### src/rtl/pong_state_reader.sv
// pong_state_reader: steps a multiplexed game core through its four state fields
// and publishes each completed frame over a valid/ready handshake.
`default_nettype none

module pong_state_reader (
  input  logic       clk,
  input  logic       reset,
  input  logic       start,
  input  logic       auto_run,
  input  logic [3:0] half_period,
  input  logic [7:0] game_bus,
  input  logic       frame_ready,
  output logic       game_step,
  output logic [1:0] game_sel,
  output logic       busy,
  output logic       frame_valid,
  output logic [7:0] ball_x,
  output logic [7:0] ball_y,
  output logic [7:0] left_y,
  output logic [7:0] right_y,
  output logic [7:0] frame_count,
  output logic       overrun
);

  typedef enum logic [1:0] {
    S_IDLE  = 2'd0,
    S_SETUP = 2'd1,
    S_HIGH  = 2'd2,
    S_LOW   = 2'd3
  } state_t;

  state_t     state, state_nx;
  logic [1:0] field, field_nx;
  logic [3:0] phase, phase_nx;
  logic [3:0] h_lat, h_nx;
  logic [3:0] h_in;
  logic       phase_last;
  logic       capture;
  logic       publish;
  logic [7:0] shadow_x, shadow_y, shadow_l;

  assign h_in       = (half_period == 4'd0) ? 4'd1 : half_period;
  assign phase_last = (phase == (h_lat - 4'd1));

  assign game_step = (state == S_HIGH);
  assign busy      = (state != S_IDLE);
  assign game_sel  = field;

  always_comb begin
    state_nx = state;
    field_nx = field;
    phase_nx = phase;
    h_nx     = h_lat;
    capture  = 1'b0;
    publish  = 1'b0;
    case (state)
      S_IDLE: begin
        if (start || auto_run) begin
          state_nx = S_SETUP;
          field_nx = 2'd0;
          phase_nx = 4'd0;
          h_nx     = h_in;
        end
      end
      S_SETUP: begin
        if (phase_last) begin
          state_nx = S_HIGH;
          phase_nx = 4'd0;
        end else begin
          phase_nx = phase + 4'd1;
        end
      end
      S_HIGH: begin
        if (phase_last) begin
          state_nx = S_LOW;
          phase_nx = 4'd0;
        end else begin
          phase_nx = phase + 4'd1;
        end
      end
      S_LOW: begin
        if (phase_last) begin
          capture  = 1'b1;
          phase_nx = 4'd0;
          if (field == 2'd3) begin
            publish  = 1'b1;
            state_nx = S_IDLE;
            field_nx = 2'd0;
          end else begin
            state_nx = S_SETUP;
            field_nx = field + 2'd1;
          end
        end else begin
          phase_nx = phase + 4'd1;
        end
      end
      default: state_nx = S_IDLE;
    endcase
  end

  always_ff @(posedge clk) begin
    if (reset) begin
      state       <= S_IDLE;
      field       <= 2'd0;
      phase       <= 4'd0;
      h_lat       <= 4'd0;
      shadow_x    <= 8'd0;
      shadow_y    <= 8'd0;
      shadow_l    <= 8'd0;
      ball_x      <= 8'd0;
      ball_y      <= 8'd0;
      left_y      <= 8'd0;
      right_y     <= 8'd0;
      frame_valid <= 1'b0;
      frame_count <= 8'd0;
      overrun     <= 1'b0;
    end else begin
      state <= state_nx;
      field <= field_nx;
      phase <= phase_nx;
      h_lat <= h_nx;
      if (capture) begin
        case (field)
          2'd0:    shadow_x <= game_bus;
          2'd1:    shadow_y <= game_bus;
          2'd2:    shadow_l <= game_bus;
          default: ;
        endcase
      end
      // The last field goes straight from the bus so all four outputs update together.
      if (publish) begin
        ball_x      <= shadow_x;
        ball_y      <= shadow_y;
        left_y      <= shadow_l;
        right_y     <= game_bus;
        frame_valid <= 1'b1;
        frame_count <= frame_count + 8'd1;
        if (frame_valid && !frame_ready) overrun <= 1'b1;
      end else if (frame_valid && frame_ready) begin
        frame_valid <= 1'b0;
      end
    end
  end

endmodule

`default_nettype wire
### config.mk
export PLATFORM = sky130hd
export DESIGN_NAME = pong_state_reader
export DESIGN_NICKNAME = d
export VERILOG_FILES = /design/src/rtl/pong_state_reader.sv
export SDC_FILE = /design/constraint.sdc
export NUM_CORES = 1
export LEC_CHECK = 0
export ABC_CLOCK_PERIOD_IN_PS = 3800
export BUFFER_PORTS_ARGS = -buffer_cell sky130_fd_sc_hd__buf_2
export CAP_MARGIN = 40
export CORE_ASPECT_RATIO = 0.8
export CORE_MARGIN = 2
export CORE_UTILIZATION = 58
export DETAILED_ROUTE_END_ITERATION = 12
export PLACE_DENSITY = 0.83
export SLEW_MARGIN = 20
export SYNTH_ARGS = -nofsm -noshare
export SYNTH_HDL_FRONTEND = slang
export SYNTH_SLANG_ARGS = --single-unit
### constraint.sdc
create_clock -name clk -period 3.8 [get_ports clk]
set_input_delay 0 -clock clk [delete_from_list [all_inputs] [get_ports clk]]
set_output_delay 0 -clock clk [all_outputs]
set_load 0.005 [all_outputs]
==> impl_metrics.toml, run 1 <==
[run_status]
status = "finished clean"

[detailed_routing]
via_per_inst = 5.43
ant_nets = 0
post_drt_wl_per_cell_um = 13.9
drtPass1Iterations = 4
wirelength_mm = 7.02
drc_errors = 0
dr.first_iter.drc_count = 153
num_vias = 2741

[worst_hold_path]
holdPathEnd = "h_lat[0]$_SDFFE_PP0P_"
hp-class = "input port to register"
holdPathStages = 3
hp-start = "half_period[0]"

[yosys]
synth_top_family_by_area = "simple AND/OR/NAND/NOR gates"
synth_mux_area_frac = 0.0918
synth_compound_area_frac = 0.106
ys_ff_latch = 78
yosysSeqAreaShare = 0.492
synth_edf_count = 0
synth_area_leaders = "dfxtp_1 (49%), nand2_1 (9.0%), mux2i_1 (8.8%)"
synth_nets = 389
ys_dominant_reg_cell = "dfxtp_1"
synthAdderAreaFrac = 0.0473
yosys.area_share.simple = 0.203
yosysWarnings = 0
syn_inst = 360
synth-xor-area-share = 0.0260
synth_top_area_frac = 0.492
async_flop_share = 0
yosys.area.top_type = "dfxtp_1"
syn_avg_cell_area_um2 = 8.82
synth_cell_types = 38
synth_area_um2 = 3180

[power]
internal-power_mw = 1.38
total_power_mw = 1.92
pwr-share-clk = 0.365
peakVddDrop_mv = 0.285
p_comb_frac = 0.179
p_sw_frac = 0.280
p_leak_nw = 1.57
powerDensity_nw_per_um2 = 489
seq_power_share = 0.456
power.net_switching_mw = 0.538

[critical_path]
startpoint_type = "register"
cp_max_fo = 42
cp-end-kind = "register"
cp.required_ps = 4080
reg2reg_from = "h_lat[0]$_SDFFE_PP0P_"
critical_path_arrival_ps = 2840
crit_type = "register to register"
reg2reg_slack_ps = 1240
rr_endpoint = "frame_count[7]$_SDFFE_PP0P_"
reg2reg_depth = 8

[placement]
dp_hpwl_mm = 4.45
numPortBuffers = 62
place_worst_setup_slack_ps = 1260
place_area_um2 = 3540
gp_congestion = 0.801
place_inst = 474

[clocking]
cts_max_path_buffers = 2
cts_buffers = 9
cts_resized = 0
numClockSinks = 78
cts_tree = "done"
clkTransAtPathRegs_ps = 80
htree_levels = 3
clock_latency_ps = 360
root_buffer = "clkbuf_8"

[sta]
setup_ws_ps = 1240
rsz0062_at_grt = "no"
fin_tns_setup_ps = 0
slew_violations = 0
finalSetupViolCount = 0
relSlewSlack = 0.489
fmax_ghz = 0.390
hold_violations = 0
worst_pin_slew_ps = 766
finalClockSkew_ps = 8.04
finalCritPeriodShare = 0.674
post-route-min-period_ps = 2560
holdWs_ps = 51.5

[run]
max_cap_violations = 0

[cells_and_area]
diodes = 0
final_cells = 505
mostFrequentLayoutCell = "dfxtp_1"
nets = 464
layout-drive-gt1-share = 0.214
n_fill_cell = 403
fin_util = 0.729
layout_common_cells = "dfxtp_1 (78), nand2_1 (76), buf_2 (62)"
design_area_um2 = 3920
area_growth_pct = 23.4

[global_route]
groute.usage.overall = 0.244
grt_antenna_before_repair = 0
grt_pass1_wl_mm = 11.6
grt_pass1_vias = 2548
globalRouteOverflowTotal = 0
grt_max_degree = 80

[floorplan]
core.rowCount = 24
dieHeight_um = 70.2
core_area_um2 = 5380
pin_count = 63
die_w_um = 86.7
die-area_um2 = 6090
initial_core_util = 0.591
cell type report:
cell class / count / area (um^2) / share of cell area
Clock buffer: 10 / 138 / 0.0351
Tap cell: 65 / 81.3 / 0.0208
Clock inverter: 6 / 92.6 / 0.0236
Timing Repair Buffer: 82 / 495 / 0.126
Sequential cell: 78 / 1560 / 0.398
Multi-Input combinational cell: 254 / 1510 / 0.386
Inverter: 10 / 37.5 / 0.00958
sequential cells by signal, summed over array words and instances (netlist names), 4 cells and up:
register     flops
frame_count      8
right_y          8
h_lat            4
phase            4
shadow_l         8
ball_x           8
shadow_x         8
left_y           8
ball_y           8
shadow_y         8
logic make-up after synthesis:
kind of cell | after synthesis
AOI/OAI and AO/OA | 61
xor gates and xnor gates | 7
adders and majority gates | 12
buffers and inverters | 28
DFF | 78
muxes | 29
and+or+nand+nor | 145
cell usage after synthesis (2+ instances only):
cell type	count
xor2_1	2
nor3_1	6
o31ai_1	3
mux2i_1	28
nor3_2	5
dfxtp_1	78
or3_1	4
a21oi_1	45
buf_2	3
a31oi_1	2
nor2b_1	2
or4_1	2
nand2b_1	2
clkbuf_1	15
inv_1	10
ha_1	12
o21ai_0	4
xnor2_1	3
nand2_1	76
nor2_1	36
nand3_1	5
worst max path at each step:
stage               slack, ps  cells past startpoint                          end                  start
CTS                      1240                      8  frame_count[5]$_SDFFE_PP0P_  h_lat[0]$_SDFFE_PP0P_
finish                   1240                      8  frame_count[7]$_SDFFE_PP0P_  h_lat[0]$_SDFFE_PP0P_
global route             1090                      8  frame_count[7]$_SDFFE_PP0P_  h_lat[0]$_SDFFE_PP0P_
floorplan                1620                      8  frame_count[7]$_SDFFE_PP0P_  h_lat[0]$_SDFFE_PP0P_
detailed placement       1260                      8  frame_count[5]$_SDFFE_PP0P_  h_lat[0]$_SDFFE_PP0P_
global placement         1360                      8  frame_count[5]$_SDFFE_PP0P_  h_lat[0]$_SDFFE_PP0P_
layer usage:
metal,wire [um],vias to the layer above,GRT usage
met5,0,-,0
met4,128,0,0.0799
met3,405,14,0.0839
met2,3370,91,0.390
met1,3110,1273,0.310
li1,-,1363,-
power by group through the flow:
stage / combinational, mW / clock (mW) / sequential (mW)
finish: 0.343 / 0.700 / 0.874
CTS: 0.343 / 0.713 / 0.874
global placement: 0.313 / 0 / 0.892
detailed placement: 0.326 / 0 / 0.893
global route: 0.386 / 0.745 / 0.880
floorplan: 0.252 / 0 / 0.886
what timing repair did:
| item | CTS | global route |
|---|---|---|
| hold endpoints to repair | 38 | 0 |
| setup buffers | 0 | 0 |
| hold buffers | 14 | 0 |
worst max-delay path, stage by stage, from the launching register on:
cell     delay [ps]
dfxtp_1         390
inv_1            80
ha_1            310
xor2_1          170
nand3_2         220
or3_1           360
buf_4           270
or4_1           540
a21oi_1         150
Note: power is estimated with default switching activity, not from simulation.
==> inputs of run 2 (changes only) <==
--- a/config.mk
+++ b/config.mk
@@ -5,14 +5,15 @@
 export SDC_FILE = /design/constraint.sdc
 export NUM_CORES = 1
 export LEC_CHECK = 0
-export ABC_CLOCK_PERIOD_IN_PS = 3800
+export ABC_AREA = 1
+export ABC_CLOCK_PERIOD_IN_PS = 2700
 export BUFFER_PORTS_ARGS = -buffer_cell sky130_fd_sc_hd__buf_2
 export CAP_MARGIN = 40
 export CORE_ASPECT_RATIO = 0.8
 export CORE_MARGIN = 2
-export CORE_UTILIZATION = 58
+export CORE_UTILIZATION = 55
 export DETAILED_ROUTE_END_ITERATION = 12
-export PLACE_DENSITY = 0.83
+export PLACE_DENSITY = 0.79
 export SLEW_MARGIN = 20
 export SYNTH_ARGS = -nofsm -noshare
 export SYNTH_HDL_FRONTEND = slang
==> constraint.sdc (replaced) <==
create_clock -name clk -period 2.7 [get_ports clk]
set_input_delay 0 -clock clk [delete_from_list [all_inputs] [get_ports clk]]
set_output_delay 0 -clock clk [all_outputs]
set_load 0.005 [all_outputs]
==> run 2 against run 1 <==
Final cell count rose by 15%; die area rose by 8.2%; clock power rose by 32%; sequential share of layout area rose by 0.064 points; register-to-register slack got worse by 790 ps; maximum frequency rose by 14%; final area fell by 0.16%; combinational power rose by 53%; flip-flop and latch count did not move; largest power group unchanged; highest routed layer unchanged.
==> impl_metrics.toml, run 2 <==
[sta]
finalCritPeriodShare = 0.833
fmax_ghz = 0.445
rsz0062_at_grt = "no"
holdWs_ps = 19.5
slew_violations = 0
worst_pin_slew_ps = 627
setup_ws_ps = 451
relSlewSlack = 0.582
finalSetupViolCount = 0
finalClockSkew_ps = 6.62
post-route-min-period_ps = 2250
fin_tns_setup_ps = 0
hold_violations = 0

[clocking]
cts_max_path_buffers = 2
cts_tree = "done"
cts_hold_buffers = 12
clkTransAtPathRegs_ps = 80
post_cts_buffers = 0
cts_buffers = 9
cts_resized = 0
root_buffer = "clkbuf_8"
clock_latency_ps = 350
numClockSinks = 78
htree_levels = 3

[placement]
place_area_um2 = 3590
gp_congestion = 0.811
dp_hpwl_mm = 5.04
numPortBuffers = 62
place_worst_setup_slack_ps = 484

[cells_and_area]
multi_input_area_um2 = 1480
area_growth_pct = 19.5
diodes = 0
design_area_um2 = 3910
layout-drive-gt1-share = 0.178
mostFrequentLayoutCell = "nand2_1"
n_fill_cell = 505
nets = 524
layout_common_cells = "nand2_1 (138), dfxtp_1 (78), a21oi_1 (76)"
seq_area_um2 = 1560

[floorplan]
pin_count = 63
core_area_um2 = 5820
initial_core_util = 0.563
die-area_um2 = 6590
core.rowCount = 25
die_w_um = 90.3
dieHeight_um = 73

[yosys]
yosys.area.top_type = "dfxtp_1"
synth_cell_types = 24
synth_nets = 456
ys_dominant_reg_cell = "dfxtp_1"
syn_inst = 427
syn_avg_cell_area_um2 = 7.67
synth_area_um2 = 3270
synth_common_cells = "nand2_1 (138), dfxtp_1 (78), a21oi_1 (76), nand3_1 (33), inv_1 (25)"
yosysMostFrequentCell = "nand2_1"
ys_ff_latch = 78
synth_top_area_frac = 0.477
yosysSeqAreaShare = 0.477
yosysWarnings = 0
synth_edf_count = 0
async_flop_share = 0
synth_area_leaders = "dfxtp_1 (48%), nand2_1 (16%), a21oi_1 (12%)"

[detailed_routing]
drtPass1Iterations = 4
post_drt_wl_per_cell_um = 13.2
ant_nets = 0
num_vias = 3021
wirelength_mm = 7.68
dr.first_iter.drc_count = 283
via_per_inst = 5.21
drc_errors = 0

[critical_path]
cp-end-kind = "register"
cp.required_ps = 2950
crit_start = "h_lat[0]$_SDFFE_PP0P_"
crit_type = "register to register"
reg2reg_from = "h_lat[0]$_SDFFE_PP0P_"
startpoint_type = "register"
critical_path_arrival_ps = 2490
cp_max_fo = 40

[worst_hold_path]
hp-start = "half_period[0]"
hp-class = "input port to register"

[power]
powerDensity_nw_per_um2 = 688
peakVddDrop_mv = 0.410
total_power_mw = 2.69
p_leak_nw = 1.64

[run]
max_cap_violations = 0

[global_route]
grt_pass1_wl_mm = 12.8
grt_max_degree = 41
grt_antenna_before_repair = 0
globalRouteOverflowTotal = 0
grt_pass1_vias = 2882
groute.usage.overall = 0.242

[run_status]
status = "finished clean"
-- run 2: area by class of cell --
type,count,share of cell area
well taps,81,0.0259
repair buffers,79,0.120
multi-input cells,300,0.377
inverters,27,0.0259
clock buffers,11,0.0336
clock inverters,4,0.0185
flip-flops and latches,78,0.399
-- run 2: power breakdown --
group          internal [mW]  switching (mW)  leakage [nW]
sequential              1.20          0.0460         0.630
combinational          0.185           0.340         0.914
clock                  0.515           0.409        0.0994
total                   1.90           0.795          1.64
-- run 2: layer usage --
metal	global-route usage	wire length, um	up-vias
met5	0	0	-
met4	0.116	203	0
met3	0.0568	482	24
met2	0.411	3550	90
met1	0.296	3440	1389
li1	-	-	1518
-- run 2: kinds of logic after synthesis --
group / after synthesis / synth area share
xor gates and xnor gates: 9 / 0.0241
and+or+nand+nor: 196 / 0.253
AOI/OAI and AO/OA: 83 / 0.128
adders and majority gates: 12 / 0.0459
buffers and inverters: 49 / 0.0719
DFF: 78 / 0.477
-- run 2: stage by stage --
stage / instances / utilization
after floorplan: 427 / -
after global placement: 553 / 0.617
after detailed placement: 553 / 0.617
after CTS: 580 / 0.672
after global routing: 580 / 0.672
final: 580 / 0.672
-- run 2: final timing paths --
path	end	slack, ps	depth (start not counted)
max	frame_count[2]$_SDFFE_PP0P_	450	13
min	h_lat[0]$_SDFFE_PP0P_	20	3
max reg2reg	frame_count[2]$_SDFFE_PP0P_	450	13
min reg2reg	overrun$_SDFFE_PP0P_	460	2
-- run 2: critical path, cell delays in order (launching register included) --
cell     delay [ps]
dfxtp_1         350
inv_1            80
ha_1            310
inv_1            60
nand2_1          40
nand2_1          60
nand3_1          70
nor2_2          170
nand2_4         100
nor2_4          220
nand2_1         120
buf_4           270
o21ai_0         190
nor2_1           70
==> inputs of run 3 (changes only) <==
--- a/config.mk
+++ b/config.mk
@@ -6,7 +6,7 @@
 export NUM_CORES = 1
 export LEC_CHECK = 0
 export ABC_AREA = 1
-export ABC_CLOCK_PERIOD_IN_PS = 2700
+export ABC_CLOCK_PERIOD_IN_PS = 2300
 export BUFFER_PORTS_ARGS = -buffer_cell sky130_fd_sc_hd__buf_2
 export CAP_MARGIN = 40
 export CORE_ASPECT_RATIO = 0.8
==> constraint.sdc (replaced) <==
create_clock -name clk -period 2.3 [get_ports clk]
set_input_delay 0 -clock clk [delete_from_list [all_inputs] [get_ports clk]]
set_output_delay 0 -clock clk [all_outputs]
set_load 0.005 [all_outputs]
==> run 3 against run 2 <==
Clock skew fell by 1.4 ps; critical path depth did not move; clock power rose by 15%; worst hold slack improved by 140 ps; global-route usage fell by 0.18 points; die area did not move; critical path type unchanged; first-iteration DRC count fell by 29%; register-to-register slack got worse by 270 ps; non-clock buffer count rose by 2.
==> impl_metrics.toml, run 3 (synthesized netlist as in run 2, its figures left out) <==
[power]
seq_power_share = 0.464
power.net_switching_mw = 0.939
total_power_mw = 3.15
peakVddDrop_mv = 0.402
internal-power_mw = 2.21
p_sw_frac = 0.298
pwr-share-clk = 0.337
powerDensity_nw_per_um2 = 796
p_comb_frac = 0.199
p_leak_nw = 1.66

[floorplan]
die_w_um = 90.3
initial_core_util = 0.563
core_area_um2 = 5820
core.rowCount = 25
pin_count = 63
dieHeight_um = 73
die-area_um2 = 6590

[clocking]
post_cts_buffers = 0
htree_levels = 3
numClockSinks = 78
cts_tree = "done"
clock_latency_ps = 350
root_buffer = "clkbuf_8"
cts_max_path_buffers = 2
clkTransAtPathRegs_ps = 80
cts_buffers = 9

[detailed_routing]
drtPass1Iterations = 4
post_drt_wl_per_cell_um = 13.4
wirelength_mm = 7.79
via_per_inst = 5.24
dr.first_iter.drc_count = 201
drc_errors = 0
ant_nets = 0
num_vias = 3047

[critical_path]
path_buf_inv = 3
cp-end-kind = "register"
reg2reg_slack_ps = 190
reg2reg_depth = 13
cpMostUsedCell = "nand2_1"
critPathMaxStageDelay_ps = 350
rr_endpoint = "shadow_x[1]$_SDFFE_PP0P_"
startpoint_type = "register"
crit_type = "register to register"
reg2reg_from = "h_lat[0]$_SDFFE_PP0P_"
critical_path_arrival_ps = 2340
cp_max_fo = 29
path_cells = "inv_1 > ha_1 > inv_1 > nand2_1 > nand2_1 > nand3_1 > nor2_2 > nand2_4 > nor2_4 > buf_12 > nand2_1 > nand2_1 > a21oi_1"
slowest_stage = "dfxtp_1"
path_delay_family = "simple AND/OR/NAND/NOR gates"
cp.required_ps = 2530

[worst_hold_path]
holdPathEnd = "h_lat[3]$_SDFFE_PP0P_"
hp-class = "input port to register"
holdPathStages = 5
hp-start = "start"

[sta]
holdWs_ps = 164
relSlewSlack = 0.765
finalClockSkew_ps = 5.21
worst_pin_slew_ps = 353
finalSetupViolCount = 0
rsz0062_at_grt = "no"
setup_ws_ps = 186
fin_tns_setup_ps = 0
finalCritPeriodShare = 0.919
fmax_ghz = 0.473
hold_violations = 0
post-route-min-period_ps = 2110
slew_violations = 0

[placement]
dp_hpwl_mm = 5.13
numPortBuffers = 62
place_area_um2 = 3620
place_worst_setup_slack_ps = 235
place_inst = 554
gp_congestion = 0.818

[cells_and_area]
fin_util = 0.680
seq_area_um2 = 1560
final_cells = 582
area_growth_pct = 20.9
nets = 526
mostFrequentLayoutCell = "nand2_1"
design_area_um2 = 3960
layout-drive-gt1-share = 0.184
layout_common_cells = "nand2_1 (138), dfxtp_1 (78), a21oi_1 (76)"
diodes = 0
n_fill_cell = 480
multi_input_area_um2 = 1480

[run]
max_cap_violations = 0

[global_route]
globalRouteOverflowTotal = 0
grt_max_degree = 41
grt_antenna_before_repair = 0
grt_pass1_vias = 2885
groute.usage.overall = 0.240
grt_pass1_wl_mm = 12.6

[run_status]
status = "finished clean"
==> run 3: worst max-delay path by stage <==
stage                     startpoint                  endpoint  cells past startpoint
3_5_place_dp   h_lat[0]$_SDFFE_PP0P_  shadow_y[1]$_SDFFE_PP0P_                     13
4_1_cts        h_lat[0]$_SDFFE_PP0P_  shadow_x[1]$_SDFFE_PP0P_                     13
5_1_grt        h_lat[0]$_SDFFE_PP0P_  shadow_y[7]$_SDFFE_PP0P_                     13
6_report       h_lat[0]$_SDFFE_PP0P_  shadow_x[1]$_SDFFE_PP0P_                     13
3_3_place_gp   h_lat[0]$_SDFFE_PP0P_  shadow_x[0]$_SDFFE_PP0P_                     13
2_1_floorplan  h_lat[0]$_SDFFE_PP0P_  shadow_x[0]$_SDFFE_PP0P_                     13
==> run 3: final cells by class <==
| cell class | count | share of cell area |
|---|---|---|
| clock buffers | 12 | 0.0417 |
| clock inverters | 3 | 0.0107 |
| inverters | 27 | 0.0256 |
| multi-input cells | 300 | 0.373 |
| flip-flops and latches | 78 | 0.394 |
| well taps | 81 | 0.0256 |
| repair buffers | 81 | 0.129 |
==> run 3: power by group through the flow <==
stage	Clock [mW]	Sequential, mW	Combinational [mW]
2_1_floorplan	0	1.48	0.445
3_3_place_gp	0	1.49	0.567
3_5_place_dp	0	1.49	0.592
4_1_cts	1.08	1.46	0.611
5_1_grt	1.12	1.47	0.706
6_report	1.06	1.46	0.627
==> run 3: metal layers <==
layer / wire length (um) / vias to the layer above / global-route usage
met3: 399 / 17 / 0.0661
met1: 3530 / 1417 / 0.287
met2: 3710 / 91 / 0.412
met5: 0 / - / 0
li1: - / 1522 / -
met4: 155 / 0 / 0.109
==> run 3: repair_timing <==
| action | 4_1_cts | 5_1_grt |
|---|---|---|
| gates resized for setup | 0 | 0 |
| hold buffers | 13 | 0 |
| hold endpoints to repair | 36 | 0 |
==> run 3: worst min-delay path, cell delays in order <==
cell	delay, ps
buf_2	80
nor2_1	40
nor2_1	170
o21ai_0	100
nor2_1	80
